[config.mk]
export PLATFORM = sky130hd
export DESIGN_NAME = inst_prefetch_queue
export DESIGN_NICKNAME = d
export VERILOG_FILES = /design/src/rtl/inst_prefetch_queue_pkg.sv /design/src/rtl/pq_fifo.sv /design/src/rtl/inst_prefetch_queue.sv
export SDC_FILE = /design/constraint.sdc
export NUM_CORES = 1
export LEC_CHECK = 0
export BUFFER_PORTS_ARGS = -buffer_cell sky130_fd_sc_hd__buf_4
export CAP_MARGIN = 20
export CORE_UTILIZATION = 40
export DETAILED_ROUTE_END_ITERATION = 16
export GPL_TIMING_DRIVEN = 0
export PLACE_DENSITY = 0.59
export SETUP_SLACK_MARGIN = 0.4
export SYNTH_ARGS = -nofsm -noshare
export SYNTH_HDL_FRONTEND = slang
export SYNTH_SLANG_ARGS = --single-unit
[constraint.sdc]
create_clock -name Clock -period 3.5 [get_ports Clock]
set_clock_uncertainty 0.05 [all_clocks]
set_input_delay 0.7 -clock Clock [delete_from_list [all_inputs] [get_ports Clock]]
set_output_delay 0.7 -clock Clock [all_outputs]
set_load 0.02 [all_outputs]
[src/rtl/inst_prefetch_queue_pkg.sv]
// Shared types and constants for the instruction prefetch queue.
package inst_prefetch_queue_pkg;

  localparam int          INST_W           = 32;
  localparam logic [31:0] PC_STEP          = 32'd4;
  localparam logic [31:0] DEFAULT_RESET_PC = 32'h0000_0000;

  typedef struct packed {
    logic [INST_W-1:0] pc;
    logic [INST_W-1:0] inst;
  } pq_entry_t;

endpackage

[src/rtl/pq_fifo.sv]
// Synchronous FIFO of {pc, inst} entries; head is read combinationally from
// the registered array so a pushed word is visible the cycle after its push.
module pq_fifo
  import inst_prefetch_queue_pkg::*;
#(
  parameter int DEPTH = 4
) (
  input  logic                   clk,
  input  logic                   rst_n,
  input  logic                   i_push,
  input  logic                   i_pop,
  input  logic                   i_clear,
  input  pq_entry_t              i_data,
  output pq_entry_t              o_data,
  output logic [$clog2(DEPTH):0] o_count
);

  localparam int AW = $clog2(DEPTH);

  pq_entry_t     r_mem [DEPTH];
  logic [AW-1:0] r_rd;
  logic [AW-1:0] r_wr;
  logic [AW:0]   r_count;

  // Pointers wrap naturally because DEPTH is a power of two.
  always_ff @(posedge clk or negedge rst_n) begin
    if (!rst_n) begin
      r_rd    <= '0;
      r_wr    <= '0;
      r_count <= '0;
      for (int i = 0; i < DEPTH; i++) begin
        r_mem[i] <= '0;
      end
    end else if (i_clear) begin
      r_rd    <= '0;
      r_wr    <= '0;
      r_count <= '0;
    end else begin
      if (i_push) begin
        r_mem[r_wr] <= i_data;
        r_wr        <= r_wr + 1'b1;
      end
      if (i_pop) begin
        r_rd <= r_rd + 1'b1;
      end
      r_count <= r_count + {{AW{1'b0}}, i_push} - {{AW{1'b0}}, i_pop};
    end
  end

  assign o_data  = r_mem[r_rd];
  assign o_count = r_count;

endmodule

[src/rtl/inst_prefetch_queue.sv]
// Instruction prefetch queue: runs a fetch PC ahead of IF, buffers returned
// words with their PCs, and flushes on a taken branch or jump.
module inst_prefetch_queue
  import inst_prefetch_queue_pkg::*;
#(
  parameter int          DEPTH    = 4,
  parameter logic [31:0] RESET_PC = DEFAULT_RESET_PC
) (
  input  logic                   Clock,
  input  logic                   Resetn,
  input  logic                   Redirect,
  input  logic [31:0]            RedirectPC,
  input  logic                   Stall,
  output logic                   IMemRd,
  output logic [31:0]            IMemAddr,
  input  logic [31:0]            IMemData,
  output logic                   InstValid,
  output logic [31:0]            Inst,
  output logic [31:0]            InstPC,
  output logic [31:0]            InstPC4,
  output logic [$clog2(DEPTH):0] Count
);

  localparam int             CW       = $clog2(DEPTH) + 1;
  localparam logic [CW:0]    LP_DEPTH = (CW + 1)'(DEPTH);

  logic [INST_W-1:0] r_fpc;
  logic [INST_W-1:0] r_ipc;
  logic              r_inflight;

  logic [CW-1:0]     w_count;
  logic [CW:0]       w_occupied;
  logic              w_issue;
  logic              w_push;
  logic              w_pop;
  logic              w_valid;
  pq_entry_t         w_push_entry;
  pq_entry_t         w_head;

  // An in-flight read already owns a slot, so it counts against the credit.
  assign w_occupied = {1'b0, w_count} + {{CW{1'b0}}, r_inflight};
  assign w_issue    = Resetn & ~Redirect & (w_occupied < LP_DEPTH);
  assign w_valid    = (w_count != '0);
  assign w_push     = r_inflight & ~Redirect;
  assign w_pop      = w_valid & ~Stall & ~Redirect;

  assign w_push_entry.pc   = r_ipc;
  assign w_push_entry.inst = IMemData;

  always_ff @(posedge Clock or negedge Resetn) begin
    if (!Resetn) begin
      r_fpc      <= RESET_PC;
      r_ipc      <= '0;
      r_inflight <= 1'b0;
    end else if (Redirect) begin
      r_fpc      <= RedirectPC;
      r_inflight <= 1'b0;
    end else if (w_issue) begin
      r_fpc      <= r_fpc + PC_STEP;
      r_ipc      <= r_fpc;
      r_inflight <= 1'b1;
    end else begin
      r_inflight <= 1'b0;
    end
  end

  pq_fifo #(
    .DEPTH (DEPTH)
  ) u_fifo (
    .clk     (Clock),
    .rst_n   (Resetn),
    .i_push  (w_push),
    .i_pop   (w_pop),
    .i_clear (Redirect),
    .i_data  (w_push_entry),
    .o_data  (w_head),
    .o_count (w_count)
  );

  assign IMemRd    = w_issue;
  assign IMemAddr  = r_fpc;
  assign InstValid = w_valid;
  assign Inst      = w_head.inst;
  assign InstPC    = w_head.pc;
  assign InstPC4   = w_head.pc + PC_STEP;
  assign Count     = w_count;

endmodule

Word-level counts from Yosys, hierarchy flattened
Index checks and enable logic that the tools add are counted.
Widths: inputs -> output; s select.
{ "totals": {"ff_bits": 328, "output_inout_bits": 133, "wordCells": 56} }
{ "op_classes": {"n_addsub": 7, "magnitude_cmp": 4, "mux": 15, "bitwise": 9, "n_reduce_logical": 7} }
{ "op_table": {"columns": ["operator", "n"], "rows": [
  ["$bwmux 256", 1],
  ["$mux 64", 3],
  ["$bmux 64 s2", 1],
  ["$demux 64 s2", 1],
  ["$add 32x3->32 const B", 2],
  ["$mux 32", 2],
  ["$mux 2", 4],
  ["$ge 3x3->1 const B", 2],
  ["$not 2->3", 2],
  ["$reduce_bool 2->1", 3],
  ["$and 1x1->1", 5],
  ["$add 2x1->2 const B", 2],
  ["$add 3x1->4", 1],
  ["$lt 4x3->1 const B", 1],
  ["$reduce_and 2->1", 2],
  ["$add 3x1->3", 1],
  ["$lt 3x1->1 const B", 1],
  ["$mux 3", 1],
  ["$reduce_bool 3->1", 1],
  ["$sub 3x1->3", 1],
  ["$mux 1", 2],
  ["$not 1->1", 2],
  ["$logic_and 1x1->1", 1]
]} }

Depth between registers and ports, before layout
Gate-level depths: netlist of run 1.
{ "logic_depth": {"word_depth": 6, "mapped_depth": 11, "ltp_nobuf": 9} }

Modules after synthesis
From an unflattened synthesis of run 1, not the netlist that was laid out.
{ "unflattened": {"cells_unflattened": 1098, "hier_area_um2": 16004.1} }
{ "by_module_without_submodules": {"columns": ["mod", "instances", "cells_per_inst", "area_each_um2", "seq_area_each_um2"], "rows": [
  ["pq_fifo", 1, 657, 12335.6, 6581.3],
  ["inst_prefetch_queue", 1, 441, 3668.5, 1626.6]
]} }

Worst setup path after synthesis of run 1
Ideal clock, no wire load.
{ "synth_timing": {"path_kind": "register to output", "from": "register u_fifo.r_rd[0]", "to": "output port InstPC4[28]", "arrival_ps": 2495, "path_slack_ps": 255, "path_stages_with_launch": 10, "n_path_buf": 3, "path_cell_list": "dfrtp_1 > buf_6 > buf_12 > mux4_2 > ha_1 > and3_1 > and4_1 > clkbuf_1 > nand4_1 > xnor2_1"} }
{ "synth_via": {"elab_chain_len": 5} }
{ "synth_rtl": {"columns": ["item", "line_no", "source"], "rows": [
  ["start, declared", "pq_fifo.sv:21", "logic [AW-1:0] r_rd;"],
  ["start signal, assigned", "pq_fifo.sv:44", "r_rd <= r_rd + 1'b1;"],
  ["$not 2->3 (implied by the code)", "pq_fifo.sv:50", "assign o_data = r_mem[r_rd];"],
  ["$bmux 64 s2", "pq_fifo.sv:50", null],
  ["$mux 64 (implied by the code) (2 in a row)", "pq_fifo.sv:50", null],
  ["named net InstPC[3]", "inst_prefetch_queue.sv:19", "output logic [31:0] InstPC,"],
  ["$add 32x3->32", "inst_prefetch_queue.sv:85", "assign InstPC4 = w_head.pc + PC_STEP;"],
  ["end, declared", "inst_prefetch_queue.sv:20", "output logic [31:0] InstPC4,"]
]} }
The timed path passes the listed nets, and every way through them passes these cells. The select of a mux whose other input is x is not followed.

Worst setup path after layout of run 1
{ "layout_timing": {"from": "register u_fifo.r_rd[0]", "to": "output port InstPC4[27]"} }
{ "layout_via": {"elab_chain_len": 5} }
{ "layout_rtl": {"columns": ["item", "line_no"], "rows": [
  ["$not 2->3 (implied by the code)", "pq_fifo.sv:50"],
  ["$bmux 64 s2", "pq_fifo.sv:50"],
  ["$mux 64 (implied by the code) (2 in a row)", "pq_fifo.sv:50"],
  ["$add 32x3->32", "inst_prefetch_queue.sv:85"]
]} }
Every way passes these cells. The select of a mux whose other input is x is not followed.

==> impl_metrics.env, run 1 <==
export IMPL_arrival_ps=2900
export IMPL_drv_slew=0
export IMPL_final_common_cell="dfrtp_1"
export IMPL_ys_types=50
export IMPL_dp_cells=1749
export IMPL_firstDrtPassIters=4
export IMPL_insertion_delay_ps=520
export IMPL_holdWs_ps=90.1
export IMPL_ys_seq_area_share_pct=54.3
export IMPL_syn_nets=1122
export IMPL_die_h_um=196
export IMPL_routed_via_density=5.25
export IMPL_min_period_ps=3650
export IMPL_layout_common_cells="dfrtp_1 (325), mux2_2 (284), buf_4 (207), mux4_2 (64), buf_6 (56)"
export IMPL_crit_cells=10
export IMPL_synth_edf_count=0
export IMPL_cts_inserted_buffers=37
export IMPL_dieArea_um2=38600
export IMPL_slowest_stage="dfrtp_2"
export IMPL_fin_crit_sh_pct=104
export IMPL_netlist_area_um2=15100
export IMPL_grt_max_degree=113
export IMPL_max_freq_mhz=274
export IMPL_worst_slack_ps=-146
export IMPL_netlist_instances=1044
export IMPL_rows=70
export IMPL_syn_avg_cell_area_um2=14.5
export IMPL_hpwl_um=26200
export IMPL_min_path_type="in -> async"
export IMPL_reg2reg_depth=6
export IMPL_vias=9912
export IMPL_drc_errors=0
export IMPL_multi_input_area_um2=6890
export IMPL_ys_warn_count=0
export IMPL_crit_family="buffers and inverters"
export IMPL_crit_required_ps=2750
export IMPL_setup_viol=20
export IMPL_clkTransAtPathRegs_ps=60
export IMPL_routedWlPerCell_um=21.2
export IMPL_antenna_found_initial=1
export IMPL_first_global_vias=10278
export IMPL_gp_congestion=0.830
export IMPL_clockBufferDepth=3
export IMPL_leakage_nw=9.22
export IMPL_synth_seq_cells=328
export IMPL_top_level_ports=201
export IMPL_path_cells="buf_12 -> buf_16 -> buf_6 -> mux4_2 -> and3_4 -> nand3_4 -> buf_6 -> nor4_4 -> xor2_1 -> buf_4"
export IMPL_cts_sinks=328
export IMPL_routed_top_layer="met4"
export IMPL_wl_met1_um=18000
export IMPL_ff_latch_area_um2=8210
export IMPL_cts_root_buf="clkbuf_16"
export IMPL_syn_to_final_growth_pct=32.4
export IMPL_ant_nets=0
export IMPL_die_w_um=196
export IMPL_grt_overflow=0
export IMPL_worst_path_most_repeated_cell="buf_6"
export IMPL_drive_above_1_share_pct=54.2
export IMPL_ys_flop_type="dfrtp_1"
export IMPL_slowest_delay_ps=430
export IMPL_cp_startpoint="u_fifo.r_rd[0]"
export IMPL_powerDensity_nw_per_um2=810
export IMPL_endpoint_kind="output port"
export IMPL_drt_initial_drc_count=365
export IMPL_htree_levels=2
export IMPL_routed_wl_um=40000
export IMPL_ir_worst_vdd_uv=366
export IMPL_violations="negative setup slack"
export IMPL_start_util_pct=41.0
export IMPL_async_flop_share_pct=100
export IMPL_crit_fanout=8
export IMPL_fillers=3134
export IMPL_stdcell_count=1889
export IMPL_worst_r2r_startpoint="r_inflight"
export IMPL_hold_violations=0
export IMPL_grt_use_total_pct=20.9
export IMPL_nets=1434
export IMPL_cts_tree="yes"
export IMPL_relSlewSlack_pct=34.3
export IMPL_dr_wl_met3_um=1520
export IMPL_grt_pass1_wl_um=61600
export IMPL_critPathLaunchType="register"
export IMPL_met2WireLength_um=19400
export IMPL_io_buffers=199
export IMPL_drv_cap=0
export IMPL_status="complete, but fails checks"
export IMPL_crit_type="reg -> out"
export IMPL_rsz0062_at_grt="true"
export IMPL_crit_buf_inv=5
export IMPL_worst_pin_slew_ps=984
export IMPL_core_um2=36900
==> routing by layer <==
layer / global-route usage [%] / vias to the layer above
li1: - / 4495
met1: 28.9 / 5173
met2: 34.1 / 183
met3: 3.23 / 61
met4: 6.19 / 0
met5: 0 / -
==> through the flow <==
step	setup WS (ps)	cell area [um2]	util, %	power [mW]	setup TNS (ps)
final	-146	20000	54.3	16.2	-1490
after global routing	-265	20000	54.3	17.0	-3550
after CTS	-190	19600	53.2	16.1	-1760
after detailed placement	-550	17400	47.1	11.4	-13980
after global placement	-2510	17300	47.0	11.3	-602490
after floorplan	390	15200	-	9.15	0
==> path summary, 6_finish.rpt <==
path                                endpoint  slack [ps]
setup / recovery                 InstPC4[27]        -150
hold / removal             u_fifo.r_mem[109]          90
setup reg to reg            u_fifo.r_mem[30]         890
hold reg to reg             u_fifo.r_mem[93]         450
max in group asynchronous  u_fifo.r_mem[128]        2700
min in group Clock              IMemAddr[20]         340
==> power breakdown <==
part | switching (mW) | internal (mW)
Combinational | 3.28 | 3.71
Clock | 1.53 | 2.26
Sequential | 0.630 | 4.80
Total | 5.43 | 10.8
==> cell families (layout without fill, tap and decap cells) <==
family | after synthesis | in the layout | synth area share [%]
XOR/XNOR | 50 | 50 | 2.90
buffers and inverters | 81 | 421 | 2.44
adder cells (fa/ha/maj) | 10 | 10 | 0.877
AND/OR/NAND/NOR | 147 | 147 | 5.31
multiplexers | 351 | 351 | 30.9
AO/OA/AOI/OAI | 77 | 77 | 3.25
other | 0 | 1 | 0
flip-flops | 328 | 328 | 54.3
==> Yosys cell counts, types with 12 or more instances <==
| library cell | n | share of area (%) |
|---|---|---|
| mux4_2 | 63 | 9.4 |
| clkbuf_1 | 43 | 1.1 |
| xnor2_1 | 28 | 1.6 |
| o21ai_0 | 28 | 0.93 |
| dfrtp_1 | 328 | 54 |
| buf_2 | 12 | 0.40 |
| nor2_1 | 23 | 0.57 |
| mux2_2 | 284 | 21 |
| nand3_1 | 20 | 0.66 |
| xor2_1 | 22 | 1.3 |
| inv_1 | 18 | 0.45 |
| nand2_1 | 37 | 0.92 |
| and3_1 | 13 | 0.54 |
==> worst register-to-register path, stage by stage (launching register included) <==
cell and delay [ps]:
dfrtp_1 350, buf_2 170, nor2b_1 140, clkbuf_1 170, nand2_1 500, clkbuf_1 690
mux2_2 420
==> state kept, by name (all words and copies together), names as in the netlist <==
| register | count |
|---|---|
| u_fifo.r_mem | 256 |
| IMemAddr | 32 |
| r_ipc | 32 |
| u_fifo.o_count | 3 |
| u_fifo.r_rd | 2 |
| u_fifo.r_wr | 2 |
| r_inflight | 1 |
==> timing repair <==
action                                  CTS  global route
gates resized for setup                 121            44
hold endpoints to repair                 25             0
gates cloned                              8             0
hold buffers                              1             0
setup buffers                            39            24
pin swaps                                19            19
endpoints found under the setup margin  108            67
==> layout make-up <==
type	count	share of cell area [%]
multi-input combinational	635	34.4
antenna	1	0.0125
clock inverter	5	0.163
tap	504	3.15
inverter	18	0.338
sequential	328	41.0
timing repair buffer	273	12.7
buffer	63	2.34
clock buffer	62	5.81
Note: power is estimated with default switching activity, not from simulation.
==> inputs of run 2 (changes only) <==
- CELL_PAD_IN_SITES_DETAIL_PLACEMENT: not set -> 0
- CELL_PAD_IN_SITES_GLOBAL_PLACEMENT: not set -> 1
- PLACE_DENSITY: 0.59 -> 0.69
==> impl_metrics.env, run 2 (synthesis results as in run 1) <==
export IMPL_routed_via_density=5.22
export IMPL_nets=1429
export IMPL_arrival_ps=2860
export IMPL_vias=9816
export IMPL_grt_pass1_wl_um=59100
export IMPL_cts_sinks=328
export IMPL_io_buffers=199
export IMPL_hold_violations=0
export IMPL_antenna_cells=0
export IMPL_final_common_cell="dfrtp_1"
export IMPL_rows=70
export IMPL_max_freq_mhz=277
export IMPL_hpwl_um=25300
export IMPL_p_comb_share_pct=42.8
export IMPL_fillers=3103
export IMPL_ir_worst_vdd_uv=371
export IMPL_first_global_vias=10455
export IMPL_pre_cts_slack_ps=-251
export IMPL_fin_crit_sh_pct=103
export IMPL_drv_cap=0
export IMPL_min_period_ps=3610
export IMPL_endpoint_kind="output port"
export IMPL_drive_above_1_share_pct=54.8
export IMPL_drv_slew=0
export IMPL_dieArea_um2=38600
export IMPL_core_um2=36900
export IMPL_top_level_ports=201
export IMPL_relSlewSlack_pct=42.2
export IMPL_grt_use_total_pct=19.8
export IMPL_largest_reg_flops=256
export IMPL_routedWlPerCell_um=20.1
export IMPL_clkTransAtPathRegs_ps=60
export IMPL_power_frac_clock_pct=24.6
export IMPL_layout_common_cells="dfrtp_1 (326), mux2_2 (284), buf_4 (195), mux4_2 (63), buf_6 (59)"
export IMPL_holdWs_ps=2.93
export IMPL_setup_viol=17
export IMPL_htree_levels=2
export IMPL_status="complete, but fails checks"
export IMPL_die_w_um=196
export IMPL_routed_wl_um=37800
export IMPL_insertion_delay_ps=520
export IMPL_ant_nets=0
export IMPL_crit_fanout=7
export IMPL_clockBufferDepth=3
export IMPL_start_util_pct=41.0
export IMPL_p_int_mw=11.1
export IMPL_antenna_found_initial=0
export IMPL_gp_congestion=0.779
export IMPL_leakage_nw=9.23
export IMPL_firstDrtPassIters=4
export IMPL_largest_register="u_fifo.r_mem"
export IMPL_rsz0062_at_grt="true"
export IMPL_drt_initial_drc_count=456
export IMPL_crit_required_ps=2750
export IMPL_cts_inserted_buffers=37
export IMPL_syn_to_final_growth_pct=32.7
export IMPL_switchingPower_mw=5.53
export IMPL_grt_max_degree=119
export IMPL_violations="negative setup slack"
export IMPL_worst_pin_slew_ps=867
export IMPL_powerDensity_nw_per_um2=831
export IMPL_die_h_um=196
export IMPL_critPathLaunchType="register"
export IMPL_crit_type="reg -> out"
export IMPL_min_path_type="in -> async"
export IMPL_cts_tree="yes"
export IMPL_seq_power_share_pct=32.6
export IMPL_cts_root_buf="clkbuf_16"
export IMPL_switching_share_pct=33.2
export IMPL_grt_overflow=0
export IMPL_drc_errors=0
export IMPL_worst_slack_ps=-112
-- run 2: cell types whose count changed in the layout (fill, tap and decap cells not counted), sizes merged, moves of 2 or more --
| cell | previous run | this run |
|---|---|---|
| clkinv | 4 | 7 |
| bufbuf | 5 | 0 |
| clkbuf | 104 | 93 |
| bufinv | 0 | 5 |
| clkinvlp | 0 | 2 |
| buf | 289 | 287 |
-- run 2: area by class of cell --
class	count	area, um2	area share [%]
buffer	63	457	2.28
clock buffer	50	1090	5.42
clock inverter	15	209	1.04
inverter	18	67.6	0.337
multi-input combinational	635	6930	34.5
sequential	328	8210	40.9
tap	504	631	3.14
timing repair buffer	268	2480	12.4
-- run 2: final timing paths --
path                              startpoint           endpoint  slack (ps)  cells past startpoint
setup reg to reg                  r_inflight   u_fifo.r_mem[26]         800                      6
max in group asynchronous             Resetn   u_fifo.r_mem[59]        2490                      2
min in group Clock             RedirectPC[7]        IMemAddr[7]         340                      3
setup / recovery              u_fifo.r_rd[0]        InstPC4[30]        -110                     10
hold reg to reg            u_fifo.r_mem[110]  u_fifo.r_mem[110]         450                      1
hold / removal                        Resetn   u_fifo.r_mem[37]           3                      1
-- run 2: timing repair --
| item | CTS | global route |
|---|---|---|
| setup buffers | 48 | 15 |
| pin swaps | 28 | 20 |
| hold endpoints to repair | 0 | 1 |
| hold buffers | 0 | 1 |
| endpoints found under the setup margin | 68 | 65 |
| cloned | 2 | 1 |
| gates resized for setup | 146 | 33 |
-- run 2: through the flow --
step | TNS, ps | utilization [%] | total power [mW] | cell area [um2] | cells
5_1_grt | -2970 | 54.4 | 17.5 | 20100 | 1881
2_1_floorplan | 0 | - | 9.15 | 15200 | 1044
6_report | -1120 | 54.4 | 16.7 | 20100 | 1881
4_1_cts | -1330 | 53.5 | 16.7 | 19700 | 1864
3_5_place_dp | -1520 | 47.1 | 11.5 | 17400 | 1749
3_3_place_gp | -591860 | 47.0 | 11.4 | 17300 | 1747
-- run 2: power groups by stage --
stage                     Sequential (mW)  Combinational (mW)  Clock, mW
after floorplan                      5.31                3.84          0
after global placement               5.44                5.94          0
after detailed placement             5.49                6.01          0
after CTS                            5.43                7.02       4.21
after global routing                 5.57                7.58       4.35
final                                5.43                7.14       4.09
-- run 2: critical path, cell delays in order, from the launching register on --
cell     delay, ps
dfrtp_2        390
buf_12         130
buf_12         130
mux4_2         580
ha_4           200
and3_4         150
and4_1         200
buf_8          160
nand4_1        120
xnor2_2        120
buf_4          160
-- run 2: routing by layer --
layer | GRT usage, % | up-vias | routed length [um]
met4 | 4.86 | 0 | 845
li1 | - | 4491 | -
met2 | 33.8 | 201 | 18600
met5 | 0 | - | 0
met3 | 3.97 | 47 | 1880
met1 | 26.0 | 5077 | 16500
==> inputs of run 3 (changes only) <==
- BUFFER_PORTS_ARGS: -buffer_cell sky130_fd_sc_hd__buf_4 -> not set
- DONT_BUFFER_PORTS: not set -> 1
- PLACE_DENSITY: 0.69 -> 0.63
- clock period: 3.5 -> 3.9 ns (I/O delays scaled with it)
==> impl_metrics.env, run 3 (synthesis results as in run 1) <==
export IMPL_status="complete, but fails checks"
export IMPL_violations="negative hold slack"
export IMPL_ant_nets=0
export IMPL_slowest_delay_ps=580
export IMPL_cts_root_buf="clkbuf_16"
export IMPL_drt_initial_drc_count=322
export IMPL_multi_input_area_um2=7040
export IMPL_htree_levels=2
export IMPL_clockBufferDepth=3
export IMPL_switchingPower_mw=4.55
export IMPL_critPathLaunchType="register"
export IMPL_min_period_ps=3830
export IMPL_first_global_vias=9407
export IMPL_fin_crit_sh_pct=98.2
export IMPL_endpoint_kind="output port"
export IMPL_arrival_ps=3000
export IMPL_ir_worst_vdd_uv=393
export IMPL_switching_share_pct=34.6
export IMPL_layout_common_cells="dfrtp_1 (324), mux2_2 (284), mux4_2 (63), clkbuf_1 (47), clkbuf_16 (42)"
export IMPL_worst_slack_ps=69.8
export IMPL_p_comb_share_pct=33.6
export IMPL_routed_wl_um=35900
export IMPL_antenna_cells=0
export IMPL_drc_errors=0
export IMPL_top_level_ports=201
export IMPL_postPlaceCellArea_um2=15700
export IMPL_routed_via_density=5.46
export IMPL_cts_sinks=328
export IMPL_hold_violations=210
export IMPL_crit_family="simple AND/OR/NAND/NOR gates"
export IMPL_grt_overflow=0
export IMPL_min_path_type="in -> async"
export IMPL_dp_cells=1548
export IMPL_final_area_um2=17900
export IMPL_p_int_mw=8.62
export IMPL_start_util_pct=41.0
export IMPL_cts_tree="yes"
export IMPL_grtUsageMet1_pct=25.0
export IMPL_grt_max_degree=331
export IMPL_clkTransAtPathRegs_ps=60
export IMPL_grt_use_met3_pct=4.31
export IMPL_ff_latch_area_um2=8210
export IMPL_die_h_um=196
export IMPL_nets=1181
export IMPL_busiest_layer="met2"
export IMPL_cts_inserted_buffers=39
export IMPL_largest_reg_flops=256
export IMPL_crit_buf_inv=2
export IMPL_worst_pin_slew_ps=783
export IMPL_dieArea_um2=38600
export IMPL_worst_r2r_startpoint="u_fifo.o_count[1]"
export IMPL_gp_congestion=0.813
export IMPL_pre_cts_slack_ps=-318
export IMPL_core_um2=36900
export IMPL_max_freq_mhz=261
export IMPL_crit_required_ps=3070
export IMPL_power_frac_clock_pct=29.0
export IMPL_fillers=3292
export IMPL_drive_above_1_share_pct=45.1
export IMPL_final_common_cell="dfrtp_1"
export IMPL_stdcell_count=1636
export IMPL_setup_viol=0
export IMPL_firstDrtPassIters=4
export IMPL_syn_to_final_growth_pct=18.3
export IMPL_die_w_um=196
export IMPL_vias=8935
export IMPL_routedWlPerCell_um=22.0
export IMPL_crit_type="reg -> out"
export IMPL_leakage_nw=7.89
export IMPL_crit_fanout=6
export IMPL_cp_startpoint="u_fifo.r_rd[0]"
export IMPL_grt_pass1_wl_um=56000
export IMPL_met2_usage_pct=31.9
export IMPL_largest_register="u_fifo.r_mem"
export IMPL_rows=70
export IMPL_antenna_found_initial=0
export IMPL_io_buffers=0
export IMPL_seq_power_share_pct=37.4
export IMPL_total_power_mw=13.2
export IMPL_drv_cap=0
export IMPL_rsz0062_at_grt="true"
export IMPL_relSlewSlack_pct=47.8
export IMPL_powerDensity_nw_per_um2=736
export IMPL_hpwl_um=24000
export IMPL_drv_slew=0
export IMPL_slowest_stage="mux4_1"
export IMPL_path_cells="buf_4 -> mux4_1 -> and4_1 -> nand3_4 -> buf_6 -> nor3_4 -> xor2_2"
export IMPL_holdWs_ps=-99.7
export IMPL_grt_use_total_pct=19.1
export IMPL_insertion_delay_ps=520
## run 3: per-stage QoR
stage,setup TNS (ps),utilization [%]
6_report,0,48.5
5_1_grt,-26.9,48.5
4_1_cts,-4.55,48.1
3_5_place_dp,-1640,42.7
3_3_place_gp,-1450,42.7
2_1_floorplan,0,-
## run 3: repair_timing
item | in CTS | in global routing
hold endpoints to repair | 328 | 328
endpoints found under the setup margin | 58 | 28
gates resized for setup | 98 | 19
setup buffers | 13 | 4
pin swaps | 19 | 15
gates cloned | 0 | 1
## run 3: path summary, 6_finish.rpt
kind / endpoint / slack [ps] / depth (start not counted)
hold reg to reg: u_fifo.r_mem[91] / 450 / 1
max in group asynchronous: u_fifo.r_wr[1] / 3350 / 0
hold / removal: u_fifo.r_mem[151] / -100 / 0
setup reg to reg: r_ipc[28] / 1270 / 7
min in group Clock: IMemAddr[9] / 330 / 2
setup / recovery: InstPC4[20] / 70 / 7
## run 3: cell type report
class / count / area share [%]
multi-input combinational: 635 / 39.4
tap: 504 / 3.53
inverter: 18 / 0.378
buffer: 63 / 2.14
clock inverter: 17 / 1.41
timing repair buffer: 18 / 1.05
sequential: 328 / 45.9
clock buffer: 53 / 6.21
## run 3: power by group through the flow
stage,combinational (mW),clock [mW],sequential [mW]
floorplan,3.37,0,4.76
CTS,4.38,3.93,4.93
global route,4.68,4.07,5.06
detailed placement,4.01,0,4.99
finish,4.42,3.82,4.92
global placement,3.97,0,4.95
## run 3: per-layer routing
layer	share of wire (%)	vias up
li1	-	3980
met1	44	4713
met2	49	194
met3	5.4	48
met4	2.1	0
met5	0	-
